## config.mk

```make
export PLATFORM = sky130hd
export DESIGN_NAME = pam_norm_scan
export DESIGN_NICKNAME = d
export VERILOG_FILES = /design/src/rtl/pam_norm_scan.sv
export SDC_FILE = /design/constraint.sdc
export NUM_CORES = 1
export LEC_CHECK = 0
export ABC_AREA = 0
export CAP_MARGIN = 20
export CORE_ASPECT_RATIO = 1.75
export CORE_MARGIN = 2
export CORE_UTILIZATION = 36
export CTS_CLUSTER_SIZE = 40
export DETAILED_ROUTE_END_ITERATION = 8
export PLACE_DENSITY = 0.7
export SLEW_MARGIN = 20
export SYNTH_ARGS = -nofsm -noshare
export SYNTH_HDL_FRONTEND = slang
export SYNTH_SLANG_ARGS = --single-unit
```

## constraint.sdc

```tcl
create_clock -name clk -period 4.2 [get_ports clk]
set_input_delay 1.26 -clock clk [delete_from_list [all_inputs] [get_ports clk]]
set_output_delay 1.26 -clock clk [all_outputs]
set_load 0.03 [all_outputs]
```

## src/rtl/pam_norm_scan.sv

```systemverilog
// rtl/pam_norm_scan.sv - PAM block normalization scan: min leading-zero count over a word block

// Leading-zero counter: returns I_WIDTH for an all-zero word.
module pam_lzcu #(
  parameter int LZC_WIDTH = 7,
  parameter int I_WIDTH   = 2**(LZC_WIDTH-1)
) (
  input  logic [I_WIDTH-1:0]   i_data,
  output logic [LZC_WIDTH-1:0] o_shamt
);

  // Highest set bit wins because later loop iterations overwrite earlier ones.
  always_comb begin
    o_shamt = LZC_WIDTH'(I_WIDTH);
    for (int b = 0; b < I_WIDTH; b++) begin
      if (i_data[b]) begin
        o_shamt = LZC_WIDTH'(I_WIDTH - 1 - b);
      end
    end
  end

endmodule

module pam_norm_scan #(
  parameter int LZC_WIDTH  = 7,
  parameter int I_WIDTH    = 2**(LZC_WIDTH-1),
  parameter int ADDR_WIDTH = 8
) (
  input  logic                  clk,
  input  logic                  rst_n,
  input  logic                  start,
  input  logic [ADDR_WIDTH-1:0] base_addr,
  input  logic [ADDR_WIDTH-1:0] len,
  output logic                  pam_ren,
  output logic [ADDR_WIDTH-1:0] pam_raddr,
  input  logic [I_WIDTH-1:0]    pam_rdata,
  output logic                  busy,
  output logic                  done,
  output logic [LZC_WIDTH-1:0]  min_shamt,
  output logic [ADDR_WIDTH-1:0] min_idx,
  output logic                  all_zero
);

  typedef enum logic [1:0] {
    S_IDLE  = 2'd0,
    S_SCAN  = 2'd1,
    S_DRAIN = 2'd2,
    S_DONE  = 2'd3
  } state_t;

  localparam logic [LZC_WIDTH-1:0] ZERO_WORD_SHAMT = LZC_WIDTH'(I_WIDTH);

  state_t                r_state;
  state_t                w_nxt;
  logic [ADDR_WIDTH-1:0] r_base;
  logic [ADDR_WIDTH-1:0] r_len;
  logic [ADDR_WIDTH-1:0] r_cnt;
  logic                  r_vld;
  logic [ADDR_WIDTH-1:0] r_vidx;
  logic [LZC_WIDTH-1:0]  r_min;
  logic [ADDR_WIDTH-1:0] r_min_idx;
  logic                  r_res;
  logic [LZC_WIDTH-1:0]  w_shamt;
  logic                  w_hit0;
  logic                  w_accept;

  pam_lzcu #(
    .LZC_WIDTH (LZC_WIDTH),
    .I_WIDTH   (I_WIDTH)
  ) u_lzcu (
    .i_data  (pam_rdata),
    .o_shamt (w_shamt)
  );

  assign w_accept = (r_state == S_IDLE) && start;
  // A zero shift cannot be beaten, so the scan stops as soon as one is captured.
  assign w_hit0   = r_vld && (w_shamt == '0);

  // Next-state selection; early exit overrides every non-idle state.
  always_comb begin
    w_nxt = r_state;
    case (r_state)
      S_IDLE: begin
        if (start) begin
          w_nxt = (len != '0) ? S_SCAN : S_DONE;
        end
      end
      S_SCAN: begin
        if (w_hit0) begin
          w_nxt = S_DONE;
        end else if (r_cnt == r_len - 1'b1) begin
          w_nxt = S_DRAIN;
        end
      end
      S_DRAIN: w_nxt = S_DONE;
      S_DONE:  w_nxt = S_IDLE;
      default: w_nxt = S_IDLE;
    endcase
  end

  // State, read counter, capture pipe and running minimum.
  always_ff @(posedge clk) begin
    if (!rst_n) begin
      r_state   <= S_IDLE;
      r_base    <= '0;
      r_len     <= '0;
      r_cnt     <= '0;
      r_vld     <= 1'b0;
      r_vidx    <= '0;
      r_min     <= '0;
      r_min_idx <= '0;
      r_res     <= 1'b0;
    end else begin
      r_state <= w_nxt;
      // Read issued this cycle returns next cycle; a read in flight at early exit is dropped.
      r_vld   <= (r_state == S_SCAN) && !w_hit0;
      r_vidx  <= r_cnt;
      if (r_state == S_SCAN) begin
        r_cnt <= r_cnt + 1'b1;
      end
      if (w_accept) begin
        r_base    <= base_addr;
        r_len     <= len;
        r_cnt     <= '0;
        r_min     <= ZERO_WORD_SHAMT;
        r_min_idx <= '0;
        r_res     <= (len == '0);
      end else begin
        // Strictly-less keeps the earliest index on ties.
        if (r_vld && (w_shamt < r_min)) begin
          r_min     <= w_shamt;
          r_min_idx <= r_vidx;
        end
        if ((r_state != S_IDLE) && (r_state != S_DONE) && (w_nxt == S_DONE)) begin
          r_res <= 1'b1;
        end
      end
    end
  end

  assign pam_ren   = (r_state == S_SCAN);
  assign pam_raddr = (r_state == S_SCAN) ? (r_base + r_cnt) : '0;
  assign busy      = (r_state != S_IDLE);
  assign done      = (r_state == S_DONE);
  assign min_shamt = r_min;
  assign min_idx   = r_min_idx;
  assign all_zero  = r_res && (r_min == ZERO_WORD_SHAMT);

endmodule
```

==> metrics.csv <==
metric;value;unit
status;finished clean;
Mapped Nets;554;
die footprint;10500;um2
hold_buf cts;0;
switch share;34.4;%
slew margin rel.;56.8;%
final net count;782;
die height;134;um
CP endpoint kind;flip-flop;
Synth Cell Area;3480;um2
core area;9410;um2
WL final;12000;um
synth top area cells;dfxtp_1 29%, ha_1 7.2%, nor2_1 6.3%;
type of the worst setup path;in -> reg;
worst r2r src;min_shamt[4];
hpwl dp;8800;um
Placer Congestion;0.865;
drt pass-1 iters;4;
Initial Utilization;37.0;%
CTS max path bufs;2;
top cell type's share of synthesized area;29.4;%
Final TNS setup;0;ns
Warnings, synthesis;0;
later-pin clock latency in the skew report;0.29;ns
VDD IR max;0.000468;V
Leak Pwr;2.63;nW
grt total ovfl;0;
dominant cell by count in the synthesized netlist;nor2_1;
Vias per Instance;5.15;
Power Dens Cells;293;nW/um2
CTS sink cnt;51;
DR WL/cell;15.0;um
final setup violation count;0;
Port Buffers;109;
Iter 0 DRT Violations;98;
Total GRT Usage;22.8;%
largest net degree at the start of global routing;32;
Critical Path Source Type;input port;
Post-Layout Cell Count;801;
Area after DPL;5370;um2
worst-path maximum fanout;3;
Slew @ Worst Pin;0.647;ns
Mapped Cells;450;
clock power share;26.5;%
Async SR Flop Fraction;0;%
start point of the critical path;pam_rdata[54];
Post-synth EDFFs;0;
DRC Markers;0;
Reg clk slew, reported paths;0.07;ns
combinational fraction of design power;40.7;%
vias in the first global route;4522;
Design Area, Final;6060;um2
share of cells above drive strength 1;29.6;%
root buffer cell;clkbuf_16;
sequential power share;32.8;%
NetSw;0.611;mW
Data required, critical path;4.43;ns
Mean Syn Cell Area;7.73;um2
Final Cycle Share;96.5;%
first-pass GRT wire length;19300;um
area leader, netlist;dfxtp_1;
Final Hold Slack;0.472;ns
Final ANT Viol Nets;0;
Num CTS Buffers;5;
die width;78.3;um
CTS tree;built;
initial antenna violation count;0;
Slew Viols, Final;0;
final hold violation count;0;
worst hold path type;reg -> reg;
Final Skew;0.00975;ns
Post-synth top cells;58 x nor2_1, 57 x nand2_1, 51 x dfxtp_1;
sequential area share after synthesis;29.4;%
# diodes;0;
CTS HTree Levels;2;
I/O pin cnt;110;
CP arrival;4.28;ns
Hold Crit Start;r_base[4];
Max Clk Rate;0.247;GHz
Internal;1.16;mW
row cnt;47;
Most used DFF post-synth;dfxtp_1;
# Max-Cap Violations;0;
P&R area growth vs syn;74.3;%
Seq cells post-synth;51;
Tmin final;4.05;ns
Vias;4123;
Unique masters post-synth;55;
Cells after DPL;761;
-- per-layer routing --
layer	GRT usage, %	up-vias	wire length (um)
met1	18.6	1937	3840
met2	48.8	115	7170
met3	3.36	38	442
li1	-	2033	-
met4	12.1	0	541
met5	0	-	0
-- cell type report --
type,instances,area [um2]
fill,822,3350
multi-input combinational,363,2620
timing repair buffer,232,2000
sequential,51,1020
tap,122,153
clock buffer,5,125
inverter,25,93.8
clock inverter,3,46.3
-- flip-flops by register name, indices dropped and copies added (netlist names) --
register   cells
min_idx        8
r_base         8
r_cnt          8
r_len          8
r_vidx         8
min_shamt      7
r_state        2
r_res          1
r_vld          1
-- logic make-up (layout without fill, tap and decap cells) --
logic type                 after synthesis  after routing  synth area share (%)
and+or+nand+nor                        208            208                  29.3
AOI/OAI and AO/OA                       95             95                  19.1
DFF                                     51             51                  29.4
buffers and inverters                   36            265                  4.10
xor gates and xnor gates                24             24                  6.05
adders and majority gates               21             21                  7.77
muxes                                   15             15                  4.32
-- repair_timing --
action | in CTS | in global routing
cloned | 1 | 0
gates resized for setup | 88 | 58
pin swaps | 39 | 38
setup endpoints to repair | 16 | 16
setup buffers | 32 | 1
hold endpoints to repair | 0 | 0
-- cells in the final DEF, fill, tap and decap left out, types with 12 or more instances in the layout --
master / netlist / layout
nor3_1: 13 / 12
inv_1: 25 / 25
nor2_1: 58 / 40
ha_1: 20 / 18
clkdlybuf4s50_1: 0 / 60
nand2_1: 57 / 57
xnor2_1: 15 / 15
buf_4: 0 / 122
a21boi_0: 16 / 16
dlygate4sd2_1: 0 / 20
a21oi_1: 25 / 19
mux2i_1: 15 / 15
dfxtp_1: 51 / 51
and2_1: 18 / 18
nor2_2: 0 / 16
dlymetal6s2s_1: 0 / 15
-- metrics by stage --
step	total power [mW]	setup slack, ns	util [%]
finish	1.77	0.148	64.4
detailed placement	1.29	-0.499	57.0
global placement	1.27	-0.437	57.0
CTS	1.79	0.000340	63.4
floorplan	0.991	0.0148	-
global route	1.88	-0.0194	64.4
-- worst max-delay path: stages --
cell and delay (ns):
clkdlybuf4s50_1 0.43, nor2_2 0.23, and3_4 0.23, nand3_2 0.14, nand2b_4 0.18, nor2_2 0.10
ha_1 0.25, nor2b_1 0.14, o21ai_1 0.13, nand3b_1 0.11, a2111o_1 0.33, o22ai_4 0.19
or4b_1 0.45, o21ai_1 0.09
-- worst paths after layout --
path                   to  slack, ns  depth (start not counted)
max          min_shamt[0]       0.15                         14
min reg2reg     r_base[4]       0.47                          2
min             r_base[4]       0.47                          2
max reg2reg  min_shamt[0]       1.90                         10
-- power groups by stage --
| stage | clock, mW | combinational (mW) | sequential (mW) |
|---|---|---|---|
| after global routing | 0.497 | 0.794 | 0.591 |
| after CTS | 0.480 | 0.726 | 0.583 |
| final | 0.471 | 0.722 | 0.582 |
| after global placement | 0 | 0.677 | 0.590 |
| after detailed placement | 0 | 0.697 | 0.594 |
| after floorplan | 0 | 0.406 | 0.585 |
No activity file was read; power rests on OpenSTA's default activity.
